`src/rtl/jpeg_rle_ctrl_pkg.sv`:
```
// jpeg_rle_ctrl_pkg: shared JPEG block framing constants and sequencer state encoding
package jpeg_rle_ctrl_pkg;
    localparam int BLK_SAMPLES = 64;
    localparam int COEF_W = 12;
    localparam int IDX_W = $clog2(BLK_SAMPLES);
    localparam logic [IDX_W-1:0] LAST_IDX = IDX_W'(BLK_SAMPLES - 1);
    typedef enum logic [1:0] {IDLE, RUN, PAD} state_t;
endpackage

```
`src/rtl/jpeg_credit_cnt.sv`:
```
// jpeg_credit_cnt: credit up/down counter, one decrement and two increments per cycle
module jpeg_credit_cnt #(
    parameter int MAX = 4,
    parameter int W = 4
) (
    input  logic         clk,
    input  logic         rst,
    input  logic         dec,
    input  logic         inc_a,
    input  logic         inc_b,
    output logic [W-1:0] cnt
);
    localparam logic [W+1:0] MAXV = MAX[W+1:0];
    logic [W+1:0] nxt;
    always_comb nxt = {2'b00, cnt} + {{(W+1){1'b0}}, inc_a} + {{(W+1){1'b0}}, inc_b} - {{(W+1){1'b0}}, dec};
    always_ff @(posedge clk) begin
        if (rst) cnt <= MAXV[W-1:0];
        else cnt <= nxt[W-1:0];
    end
    // an underflow wraps to a huge value, so this one bound also catches it
    always_ff @(posedge clk) begin
        if (!rst) assert (nxt <= MAXV);
    end
endmodule

```
`src/rtl/jpeg_rle_ctrl.sv`:
```
// jpeg_rle_ctrl: frames zig-zag coefficients into 64-sample blocks for the RLE stage,
// zero-padding short blocks and throttling issue against downstream FIFO credits
module jpeg_rle_ctrl
    import jpeg_rle_ctrl_pkg::*;
#(
    parameter int CREDITS = 4,
    parameter int CW = 4,
    parameter int BCW = 16
) (
    input  logic              clk,
    input  logic              rst,
    input  logic              s_valid,
    output logic              s_ready,
    input  logic [COEF_W-1:0] s_data,
    input  logic              s_sof,
    output logic              rle_ena,
    output logic              rle_go,
    output logic [COEF_W-1:0] rle_din,
    input  logic              rle_den,
    input  logic              cr_ret,
    output logic              busy,
    output logic              blk_done,
    output logic [BCW-1:0]    blk_cnt,
    output logic              err_sof,
    output logic              err_nosof,
    output logic [CW-1:0]     credits
);
    state_t           state, state_n;
    logic [IDX_W-1:0] idx, idx_n;
    logic             has_cr, issue, last, pend, sof_n, nosof_n;

    assign has_cr = credits != '0;
    assign busy = state != IDLE;
    assign rle_ena = issue;
    assign rle_din = state == PAD ? '0 : s_data;
    assign last = issue & (idx == LAST_IDX);

    always_comb begin
        s_ready = 1'b0;
        issue = 1'b0;
        rle_go = 1'b0;
        sof_n = 1'b0;
        nosof_n = 1'b0;
        case (state)
            IDLE: begin
                s_ready = has_cr | !s_sof;
                issue = s_valid & s_sof & has_cr;
                rle_go = s_valid & s_sof & has_cr;
                nosof_n = s_valid & !s_sof;
            end
            RUN: begin
                s_ready = has_cr & !s_sof;
                issue = s_valid & !s_sof & has_cr;
                sof_n = s_valid & s_sof;
            end
            PAD: issue = has_cr;
            default: ;
        endcase
        idx_n = last ? '0 : issue ? idx + IDX_W'(1) : idx;
        // the mid-block sof stays upstream and is picked up again from IDLE
        state_n = last ? IDLE
                : (state == IDLE && issue) ? RUN
                : sof_n ? PAD
                : (state == RUN || state == PAD) ? state : IDLE;
    end

    always_ff @(posedge clk) begin
        if (rst) begin
            state <= IDLE;
            idx <= '0;
            pend <= 1'b0;
            blk_cnt <= '0;
            blk_done <= 1'b0;
            err_sof <= 1'b0;
            err_nosof <= 1'b0;
        end else begin
            state <= state_n;
            idx <= idx_n;
            pend <= issue;
            blk_cnt <= blk_cnt + BCW'(last);
            blk_done <= last;
            err_sof <= sof_n;
            err_nosof <= nosof_n;
        end
    end

    // an issue whose RLE cycle produced no token hands its credit straight back
    jpeg_credit_cnt #(.MAX(CREDITS), .W(CW)) u_cr (
        .clk   (clk),
        .rst   (rst),
        .dec   (issue),
        .inc_a (cr_ret),
        .inc_b (pend & !rle_den),
        .cnt   (credits)
    );
endmodule

```
`config.mk`:
```
export PLATFORM = sky130hd
export DESIGN_NAME = jpeg_rle_ctrl
export DESIGN_NICKNAME = d
export VERILOG_FILES = /design/src/rtl/jpeg_rle_ctrl_pkg.sv /design/src/rtl/jpeg_credit_cnt.sv /design/src/rtl/jpeg_rle_ctrl.sv
export SDC_FILE = /design/constraint.sdc
export NUM_CORES = 1
export LEC_CHECK = 0
export BUFFER_PORTS_ARGS = -buffer_cell sky130_fd_sc_hd__buf_2
export CORE_ASPECT_RATIO = 2
export CORE_MARGIN = 2
export CORE_UTILIZATION = 30
export CTS_BUF_LIST = sky130_fd_sc_hd__clkbuf_16
export CTS_CLUSTER_DIAMETER = 100
export CTS_CLUSTER_SIZE = 20
export DETAILED_ROUTE_END_ITERATION = 10
export GPL_TIMING_DRIVEN = 0
export PLACE_DENSITY_LB_ADDON = 0.05
export SETUP_SLACK_MARGIN = 0.15
export SLEW_MARGIN = 25
export SYNTH_ARGS = -nofsm -noshare
export SYNTH_HDL_FRONTEND = slang
export SYNTH_HIERARCHICAL = 1
export SYNTH_SLANG_ARGS = --single-unit
export TNS_END_PERCENT = 5
```
`constraint.sdc`:
```
create_clock -name clk -period 3.6 [get_ports clk]
set_input_delay 0.18 -clock clk [delete_from_list [all_inputs] [get_ports clk]]
set_output_delay 0.18 -clock clk [all_outputs]
set_load 0.02 [all_outputs]
```
==> results.ini, run 1 <==
[outcome]
status = finished clean

[logic_synthesis]
synth_seq_area_share_pct = 39.2
synth_nets = 215
synthFlopType = dfxtp_1
synth_simple_gate_area_share_pct = 28.4
async_flop_share_pct = 0
synth_adder_area_share_pct = 10.1
ys_warn_count = 6
syn-instance-count = 185
synth_top_family_by_area = simple AND/OR/NAND/NOR gates
synth_compound_area_share_pct = 11.2
synth_cell_types = 39
yosys-mux-area-fraction_pct = 0.690
synth_area_per_cell_sq_um = 8.83
synth-edff-count = 0
syn_area_sq_um = 1630
synth_xor_area_share_pct = 6.44
ys_ff_latch = 32

[clock_network]
htree_num_levels = 2
postCtsSetupBuffers = 0
cts_resized = 0
numCtsBuffers = 5
cts_hold_buf = 0
clkLatencyLatePin_ns = 0.27
cts_root_buf = clkbuf_16
path_clk_slew_ns = 0.05
clockBufferDepth = 2
cts.sinks = 32
cts_tree = built

[drt]
drt_iter0_markers = 18
vias = 1473
drt-pass1-iter-count = 6
postRouteAntennaNets = 0
vias_per_cell = 4.77
route.detailed.wl_per_inst_um = 11.9
wirelength_um = 3670
drc = 0

[layout]
areaGrowthSynthToFinish_pct = 30.3
nNetsFinal = 278
diodes = 0
final_cell_mix = 56 x buf_2, 32 x dfxtp_1, 17 x nor2_1
multi_input_area_sq_um = 928
final_common_cell = buf_2
final_cell_area_sq_um = 2130
regArea_sq_um = 641
drive_gt1_share_pct = 29.3
fillCellCount = 589

[critical_path]
crit_required_ns = 3.81
worstPathCellList = inv_1 -> ha_1 -> mux2_2 -> o211ai_2 -> inv_1 -> ha_1 -> inv_1 -> fa_1 -> inv_1 -> fa_1 -> nor2_1
worst_setup_path_end_kind = register
crit-reg2reg-launch = state[0]
cp.depth = 11
rrSetupSlack_ns = 0.59
endpoint = u_cr/cnt[1]
r2r_end = u_cr/cnt[1]
path_delay_family = adder cells
cpMaxStageDelayCell = fa_1
setup.worst_path.start_class = register
critPathMaxStageDelay_ns = 0.41
worst-path-max-fanout = 10
cp.arrival_ns = 3.23
r2r_cells = 11
crit_type = register to register
startpoint = state[0]
critPathBufInv = 4
path_common_cell = inv_1

[grt]
grt_pass1_vias = 1367
grt_pass1_wl_um = 6080
grt-ovfl-total = 0
grt_max_degree = 11
antenna_found_initial = 0
track_usage_pct = 12.7

[floorplanning]
ioPinCount = 57
die_y_um = 108
coreArea_sq_um = 5330
die_x_um = 56.2
start_util_pct = 30.7
die_area_sq_um = 6080
rows = 38

[placement]
portBuffers = 56
placed_cell_area_sq_um = 1990
gp_congestion = 0.766
dpl.hpwl_um = 2790

[power_and_ir_drop]
irDropWorstVdd_v = 0.000326
p_per_area_nw_per_um2 = 504
p_leak_uw = 0.000927

[timing]
finalHoldViolCount = 0
worst_pin_slew_ns = 0.500
setup_viol = 0
drv_slew = 0
timing.fmax_mhz = 332
fin_crit_ns = 3.01
fin_setup_tns_ns = 0
post-route-period-util_pct = 83.7
rsz0062_at_grt = false
relSlewSlack_pct = 66.7
finalClockSkew_ns = 0.00466

[min_path]
holdCritPathClass = input pin to register

[flow_run]
cap_violations = 0

-- per-stage QoR --
stage / hold slack (ns) / worst slack [ns] / utilization (%) / power (uW) / cells
after floorplan: 0.242 / 0.798 / - / 606 / 185
after detailed placement: 0.412 / 0.569 / 37.3 / 686 / 301
after CTS: 0.126 / 0.548 / 39.9 / 1090 / 309
after global routing: 0.140 / 0.344 / 39.9 / 1140 / 309
after global placement: 0.412 / 0.560 / 37.3 / 681 / 301
final: 0.130 / 0.587 / 39.9 / 1070 / 309
-- logic make-up after synthesis --
family	count (synthesis)
simple gates	82
compound gates	29
xor+xnor	12
buf+inv	17
mux	1
flops	32
fa+ha+maj	12
-- cell type report --
class | instances | share of cell area, %
tap | 60 | 3.53
sequential | 32 | 30.1
timing repair buffer | 56 | 13.2
buffer | 4 | 0.706
clock inverter | 3 | 0.647
inverter | 13 | 2.29
clock buffer | 5 | 5.88
multi-input combinational | 136 | 43.6
-- synth_stat cells, types with 2 or more instances --
cell type  number  area [sq um]
or3_1           3          18.8
fa_1            2          40.0
nand4_1         2          12.5
dfxtp_1        32           641
a21o_1          2          15.0
xnor2_1         9          78.8
nor2b_1        16           100
ha_1           10           125
clkbuf_1        3          11.3
nor4_1          2          12.5
nand2_1        10          37.5
nor3_1          5          25.0
nor4b_1         2          17.5
and3_1          2          12.5
xor2_1          3          26.3
o21ai_0         6          30.0
o31ai_1         2          15.0
inv_1          13          48.8
nor2_1         17          63.8
nand3_1        12          60.1
or3_2           2          15.0
a21oi_1        13          65.1
-- routing by layer --
metal / share of wire (%) / track usage [%] / wire (um)
met4: 1.7 / 6.12 / 61
met2: 51 / 21.6 / 1870
met3: 3.6 / 3.11 / 132
met5: 0 / 0 / 0
met1: 44 / 14.6 / 1600
-- worst min-delay path by stage --
| stage | start | endpoint | slack (ns) | cells after the start |
|---|---|---|---|---|
| 6_report | rst | u_cr/cnt[3] | 0.13 | 2 |
| 5_1_grt | rst | u_cr/cnt[3] | 0.14 | 2 |
| 4_1_cts | rst | u_cr/cnt[3] | 0.13 | 2 |
| 3_5_place_dp | rst | u_cr/cnt[3] | 0.41 | 2 |
| 3_3_place_gp | rst | u_cr/cnt[3] | 0.41 | 2 |
| 2_1_floorplan | rst | u_cr/cnt[3] | 0.24 | 1 |
-- power breakdown --
group	leakage, uW	internal (uW)	switching, uW	total, uW
Combinational	0.000596	111	156	267
Sequential	0.000259	380	29.0	409
Clock	0.0000710	251	146	396
-- sequential cells by signal (all words and copies together) (netlist names) --
| signal | flops |
|---|---|
| u_cr/cnt | 4 |
| blk_cnt | 16 |
| err_sof | 1 |
| blk_done | 1 |
| state | 2 |
| pend | 1 |
| err_nosof | 1 |
| idx | 6 |
Note: power is estimated with default switching activity, not from simulation.
==> run 2: changes to the inputs <==
clock period = 2.7 ns   (was 3.6 ns; I/O delays follow)
==> run 2 against run 1 <==
  * Critical path depth did not move
  * Sequential power rose by 34%
  * Maximum frequency rose by 20%
  * Power rose by 38%
  * Non-clock buffer count rose by 8
  * Clock-buffer cell count did not move
  * Die area did not move
  * Core utilization rose by 3.2 points
  * Cell area rose by 8.0%
  * Sequential share of layout area fell by 1.8 points
  * Global-route usage fell by 0.15 points
==> results.ini, run 2 (synthesis gave the netlist of run 1 again) <==
[timing]
drv_slew = 0  ; unchanged
finalHoldViolCount = 0  ; unchanged
fin_crit_ns = 2.52  ; -0.494 ns
relSlewSlack_pct = 65.4  ; -1.3 points
layout_setup_ws_ns = 0.180  ; -0.406 ns
post-route-period-util_pct = 93.3  ; +9.6 points
finalClockSkew_ns = 0.00363  ; -0.00103 ns
setup_viol = 0  ; unchanged
rsz0062_at_grt = true
timing.fmax_mhz = 397  ; +20%
worst_pin_slew_ns = 0.519  ; +0.0188 ns

[min_path]
holdCritPathClass = input pin to register

[flow_run]
cap_violations = 0  ; unchanged

[grt]
grt_pass1_vias = 1321  ; -3.4%
grt_max_degree = 11  ; unchanged
grtUsageMet1_pct = 14.9  ; +0.21 points
grt_pass1_wl_um = 5960  ; -1.9%
grt-ovfl-total = 0  ; unchanged
track_usage_pct = 12.5  ; -0.15 points
grt_use_met3_pct = 2.99  ; -0.12 points
antenna_found_initial = 0  ; unchanged
grt-busiest-layer = met2
met2_usage_pct = 21.2  ; -0.42 points

[clock_network]
cts.sinks = 32  ; unchanged
clockBufferDepth = 2  ; unchanged
htree_num_levels = 2  ; unchanged
cts_root_buf = clkbuf_16
clkLatencyLatePin_ns = 0.27  ; about the same
cts_tree = built
numCtsBuffers = 5  ; unchanged
path_clk_slew_ns = 0.05  ; about the same

[critical_path]
worst-path-max-fanout = 4  ; -6
crit-reg2reg-launch = state[0]
rrSetupSlack_ns = 0.18  ; -0.41 ns
worst_setup_path_end_kind = register
crit_required_ns = 2.91  ; -0.90 ns
crit_type = register to register
setup.worst_path.start_class = register
r2r_end = u_cr/cnt[1]
startpoint = state[0]
endpoint = u_cr/cnt[1]
r2r_cells = 11  ; unchanged
cp.arrival_ns = 2.73  ; -0.50 ns

[drt]
drc = 0  ; unchanged
postRouteAntennaNets = 0  ; unchanged
drt_iter0_markers = 27  ; +9
vias = 1509  ; +2.4%
route.detailed.wl_per_inst_um = 12.1  ; +2.1%
drt-pass1-iter-count = 4  ; -2
wirelength_um = 3830  ; +4.4%
vias_per_cell = 4.78  ; +0.17%

[floorplanning]
ioPinCount = 57  ; unchanged
coreArea_sq_um = 5330  ; unchanged
die_area_sq_um = 6080  ; unchanged
die_x_um = 56.2  ; unchanged
start_util_pct = 30.7  ; unchanged
rows = 38  ; unchanged
die_y_um = 108  ; unchanged

[power_and_ir_drop]
irDropWorstVdd_v = 0.000352  ; +8.1%
p_leak_uw = 0.000983  ; +6.1%
p_per_area_nw_per_um2 = 642  ; +27%

[layout]
diodes = 0  ; unchanged
top_regs = blk_cnt (16), idx (6), u_cr/cnt (4)
regMostFlops = blk_cnt
nNetsFinal = 286  ; +2.9%
drive_gt1_share_pct = 38.7  ; +9.4 points
final_cell_mix = 56 x buf_2, 28 x dfxtp_1, 16 x nor2_1, 16 x nor2b_1, 13 x a21oi_1
areaGrowthSynthToFinish_pct = 40.7
fillCellCount = 578  ; -1.9%
largest_reg_flops = 16  ; unchanged
final_util_pct = 43.1  ; +3.2 points
final_common_cell = buf_2

[placement]
portBuffers = 56  ; unchanged
dpl.hpwl_um = 2760  ; -1.2%
dpl_worst_slack_ns = -0.161  ; -0.729 ns
gp_congestion = 0.714  ; -6.8%

[outcome]
status = finished clean

run 2: changes by cell type in the layout (fill, tap and decap cells not counted), moves of 3 or more:
cell / change
buf_4: +8
dfxtp_1: -4
ha_1: -6
ha_4: +5
inv_1: -4
inv_2: +3
run 2: worst min-delay path by stage:
| stage | startpoint | slack, ns | to | cells after the start |
|---|---|---|---|---|
| 4_1_cts | rst | 0.08 | u_cr/cnt[3] | 2 |
| 3_3_place_gp | rst | 0.37 | u_cr/cnt[3] | 2 |
| 2_1_floorplan | rst | 0.20 | u_cr/cnt[3] | 1 |
| 6_report | rst | 0.08 | u_cr/cnt[3] | 2 |
| 3_5_place_dp | rst | 0.36 | u_cr/cnt[3] | 2 |
| 5_1_grt | rst | 0.09 | u_cr/cnt[3] | 2 |
run 2: layout make-up:
cell class | instances | area (sq um) | area share, %
multi-input cells | 136 | 1030 | 44.8
flip-flops and latches | 32 | 651 | 28.3
plain buffers | 4 | 15.0 | 0.654
clock buffers | 5 | 125 | 5.45
well taps | 60 | 75.1 | 3.27
repair buffers | 64 | 340 | 14.8
clock inverters | 2 | 8.76 | 0.381
inverters | 13 | 53.8 | 2.34
run 2: worst max-delay path: stages, from the launching register on:
cell and delay [ns]:
dfxtp_4 0.38, inv_4 0.05, ha_4 0.16, mux2_4 0.28, o211ai_4 0.28, inv_4 0.06
ha_4 0.26, inv_2 0.03, fa_2 0.39, inv_2 0.06, fa_1 0.40, nor2_1 0.09
run 2: per-layer routing:
metal	share of wire, %	wire (um)
met5	0	0
met4	1.8	67
met3	3.8	147
met2	53	2020
met1	42	1600
run 2: power breakdown:
group	internal, uW	leakage (uW)	switching, uW
Combinational	183	0.000651	226
Clock	330	0.0000709	188
Sequential	507	0.000262	40.6
run 2: stage by stage:
step                instance area [sq um]  hold slack [ns]  TNS [ns]  total power, uW  std cells
global placement                     2020            0.368    -0.405              925        301
global route                         2300           0.0904         0             1570        316
finish                               2300           0.0823         0             1480        316
detailed placement                   2020            0.363    -0.436              928        301
floorplan                            1670            0.197         0              822        185
CTS                                  2230           0.0798         0             1470        313
run 2: what timing repair did:
action | in CTS | in global routing
pin swaps | 2 | 4
cloned | 0 | 0
setup buffers | 5 | 3
gates resized for setup | 8 | 13
hold buffers | 0 | 0
setup endpoints to repair | 9 | 8
==> run 3: changes to the inputs <==
RECOVER_POWER = 50   (was default)
==> run 3 against run 2 <==
  * Final cell count unchanged
  * Register-to-register slack about the same
  * Sequential power about the same
  * Core utilization decreased by 0.82 points
  * Clock power about the same
  * Die area unchanged
  * Sequential share of layout area increased by 0.55 points
  * Power decreased by 0.76%
  * Critical path depth unchanged
  * Highest routed layer unchanged
  * Routed wire length decreased by 0.60%
  * Clock skew increased by 0.0025 ns
  * Sequential cell count unchanged
==> results.ini, run 3 (synthesis gave the netlist of run 1 again) <==
[grt]
grt_max_degree = 11  ; unchanged
grt-ovfl-total = 0  ; unchanged
grt_pass1_wl_um = 5960  ; unchanged
grt_pass1_vias = 1321  ; unchanged
antenna_found_initial = 0  ; unchanged
track_usage_pct = 12.5  ; unchanged

[drt]
wl_met2_um = 2040  ; +1.0%
drc = 0  ; unchanged
vias_per_cell = 4.78  ; +0.13%
top_layer = met4
route.detailed.wl_per_inst_um = 12.0  ; -0.60%
routedLengthMet1_um = 1560  ; -2.4%
vias = 1511  ; +0.13%
wirelength_um = 3810  ; -0.60%
postRouteAntennaNets = 0  ; unchanged
wl_met3_um = 141  ; -4.1%
drt_iter0_markers = 29  ; +7.4%
drt-pass1-iter-count = 4  ; unchanged

[timing]
fin_setup_tns_ns = 0  ; unchanged
post-route-period-util_pct = 93.0  ; -0.37 points
drv_slew = 0  ; unchanged
whs_ns = 0.0804  ; -0.00191 ns
worst_pin_slew_ns = 0.522  ; +0.00360 ns
finalClockSkew_ns = 0.00611  ; +0.00248 ns
timing.fmax_mhz = 398  ; +0.40%
rsz0062_at_grt = true
setup_viol = 0  ; unchanged
relSlewSlack_pct = 65.2  ; -0.24 points
finalHoldViolCount = 0  ; unchanged
fin_crit_ns = 2.51  ; -0.00993 ns

[layout]
multi_input_area_sq_um = 1030  ; unchanged
areaGrowthSynthToFinish_pct = 38.0
drive_gt1_share_pct = 26.6  ; -12 points
top_regs = blk_cnt (16), idx (6), u_cr/cnt (4)
diodes = 0  ; unchanged
nNetsFinal = 286  ; unchanged
stdcell_count = 316  ; unchanged
final_util_pct = 42.3  ; -0.82 points
fillCellCount = 583  ; +0.87%
regMostFlops = blk_cnt
final_cell_mix = 35 x clkbuf_1, 28 x dfxtp_1, 27 x buf_2
final_common_cell = clkbuf_1
regArea_sq_um = 651  ; unchanged
largest_reg_flops = 16  ; unchanged

[placement]
gp_congestion = 0.714  ; unchanged
dpl.hpwl_um = 2760  ; unchanged
portBuffers = 56  ; unchanged
placed_cells = 301  ; unchanged

[floorplanning]
coreArea_sq_um = 5330  ; unchanged
start_util_pct = 30.7  ; unchanged
die_area_sq_um = 6080  ; unchanged
rows = 38  ; unchanged
die_x_um = 56.2  ; unchanged
die_y_um = 108  ; unchanged
ioPinCount = 57  ; unchanged

[critical_path]
r2r_cells = 11  ; unchanged
rrSetupSlack_ns = 0.19  ; about the same
worst-path-max-fanout = 4  ; unchanged
setup.worst_path.start_class = register
critPathBufInv = 4  ; unchanged
cp.arrival_ns = 2.72  ; about the same
cpMaxStageDelayCell = fa_1
critPathMaxStageDelay_ns = 0.40  ; about the same
path_delay_family = adder cells
r2r_end = u_cr/cnt[1]
crit_type = register to register
crit_required_ns = 2.91  ; about the same
crit-reg2reg-launch = state[0]
worst_setup_path_end_kind = register
worstPathCellList = inv_4 -> ha_4 -> mux2_4 -> o211ai_4 -> inv_4 -> ha_4 -> inv_2 -> fa_2 -> inv_2 -> fa_1 -> nor2_1

[clock_network]
cts_tree = built
path_clk_slew_ns = 0.05  ; about the same
cts_hold_buf = 0  ; unchanged
numCtsBuffers = 5  ; unchanged
cts_root_buf = clkbuf_16
cts.sinks = 32  ; unchanged
clockBufferDepth = 2  ; unchanged
clkLatencyLatePin_ns = 0.27  ; about the same
htree_num_levels = 2  ; unchanged

[power_and_ir_drop]
fin_total_pwr_uw = 1460  ; -0.76%
p_leak_uw = 0.000862  ; -12%
p_per_area_nw_per_um2 = 650  ; +1.2%
irDropWorstVdd_v = 0.000347  ; -1.7%

[min_path]
hold_path_end = u_cr/cnt[3]
worstHoldStart = rst
holdCritPathClass = input pin to register
holdPathStages = 2  ; unchanged

[flow_run]
cap_violations = 0  ; unchanged

[outcome]
status = finished clean

-- run 3: where the power goes --
| group | switching (uW) | internal (uW) |
|---|---|---|
| logic | 225 | 170 |
| clock network | 190 | 330 |
| registers | 41.5 | 507 |
| total | 456 | 1010 |
-- run 3: timing repair --
action                                  4_1_cts  5_1_grt
pin swaps                                     2        4
endpoints found under the setup margin        9        8
cloned                                        0        0
resized for setup                             8       13
buffers inserted                              5        3
-- run 3: worst reg2reg max path: cells and delay by family (launching register included) --
family / cells / cell delay [ns]
buf+inv: 4 / 0.20
mux: 1 / 0.28
compound gates: 1 / 0.27
flops: 1 / 0.38
fa+ha+maj: 4 / 1.21
simple gates: 1 / 0.09
-- run 3: worst max path at each step --
stage	from	to	slack, ns	cells past startpoint
floorplan	state[0]	u_cr/cnt[1]	0.15	11
global placement	state[0]	blk_cnt[15]	-0.15	10
detailed placement	state[0]	blk_cnt[15]	-0.16	10
CTS	state[0]	u_cr/cnt[1]	0.14	11
global route	state[0]	u_cr/cnt[1]	0.07	11
finish	state[0]	u_cr/cnt[1]	0.19	11
-- run 3: layout make-up --
type	instances	share of cell area, %
clock inverter	2	0.389
tap	60	3.33
inverter	13	2.39
clock buffer	5	5.55
buffer	4	0.666
timing repair buffer	64	13.2
multi-input combinational	136	45.6
sequential	32	28.9
-- run 3: per-stage QoR --
| stage | area (sq um) | setup slack (ns) |
|---|---|---|
| after floorplan | 1670 | 0.151 |
| after global placement | 2020 | -0.152 |
| after detailed placement | 2020 | -0.161 |
| after CTS | 2230 | 0.137 |
| final | 2250 | 0.190 |
| after global routing | 2250 | 0.0670 |
-- run 3: per-layer routing --
| metal | up-vias | track usage, % |
|---|---|---|
| met5 | - | 0 |
| met4 | 0 | 5.61 |
| met3 | 7 | 2.99 |
| met2 | 28 | 21.2 |
| met1 | 694 | 14.9 |
| li1 | 782 | - |
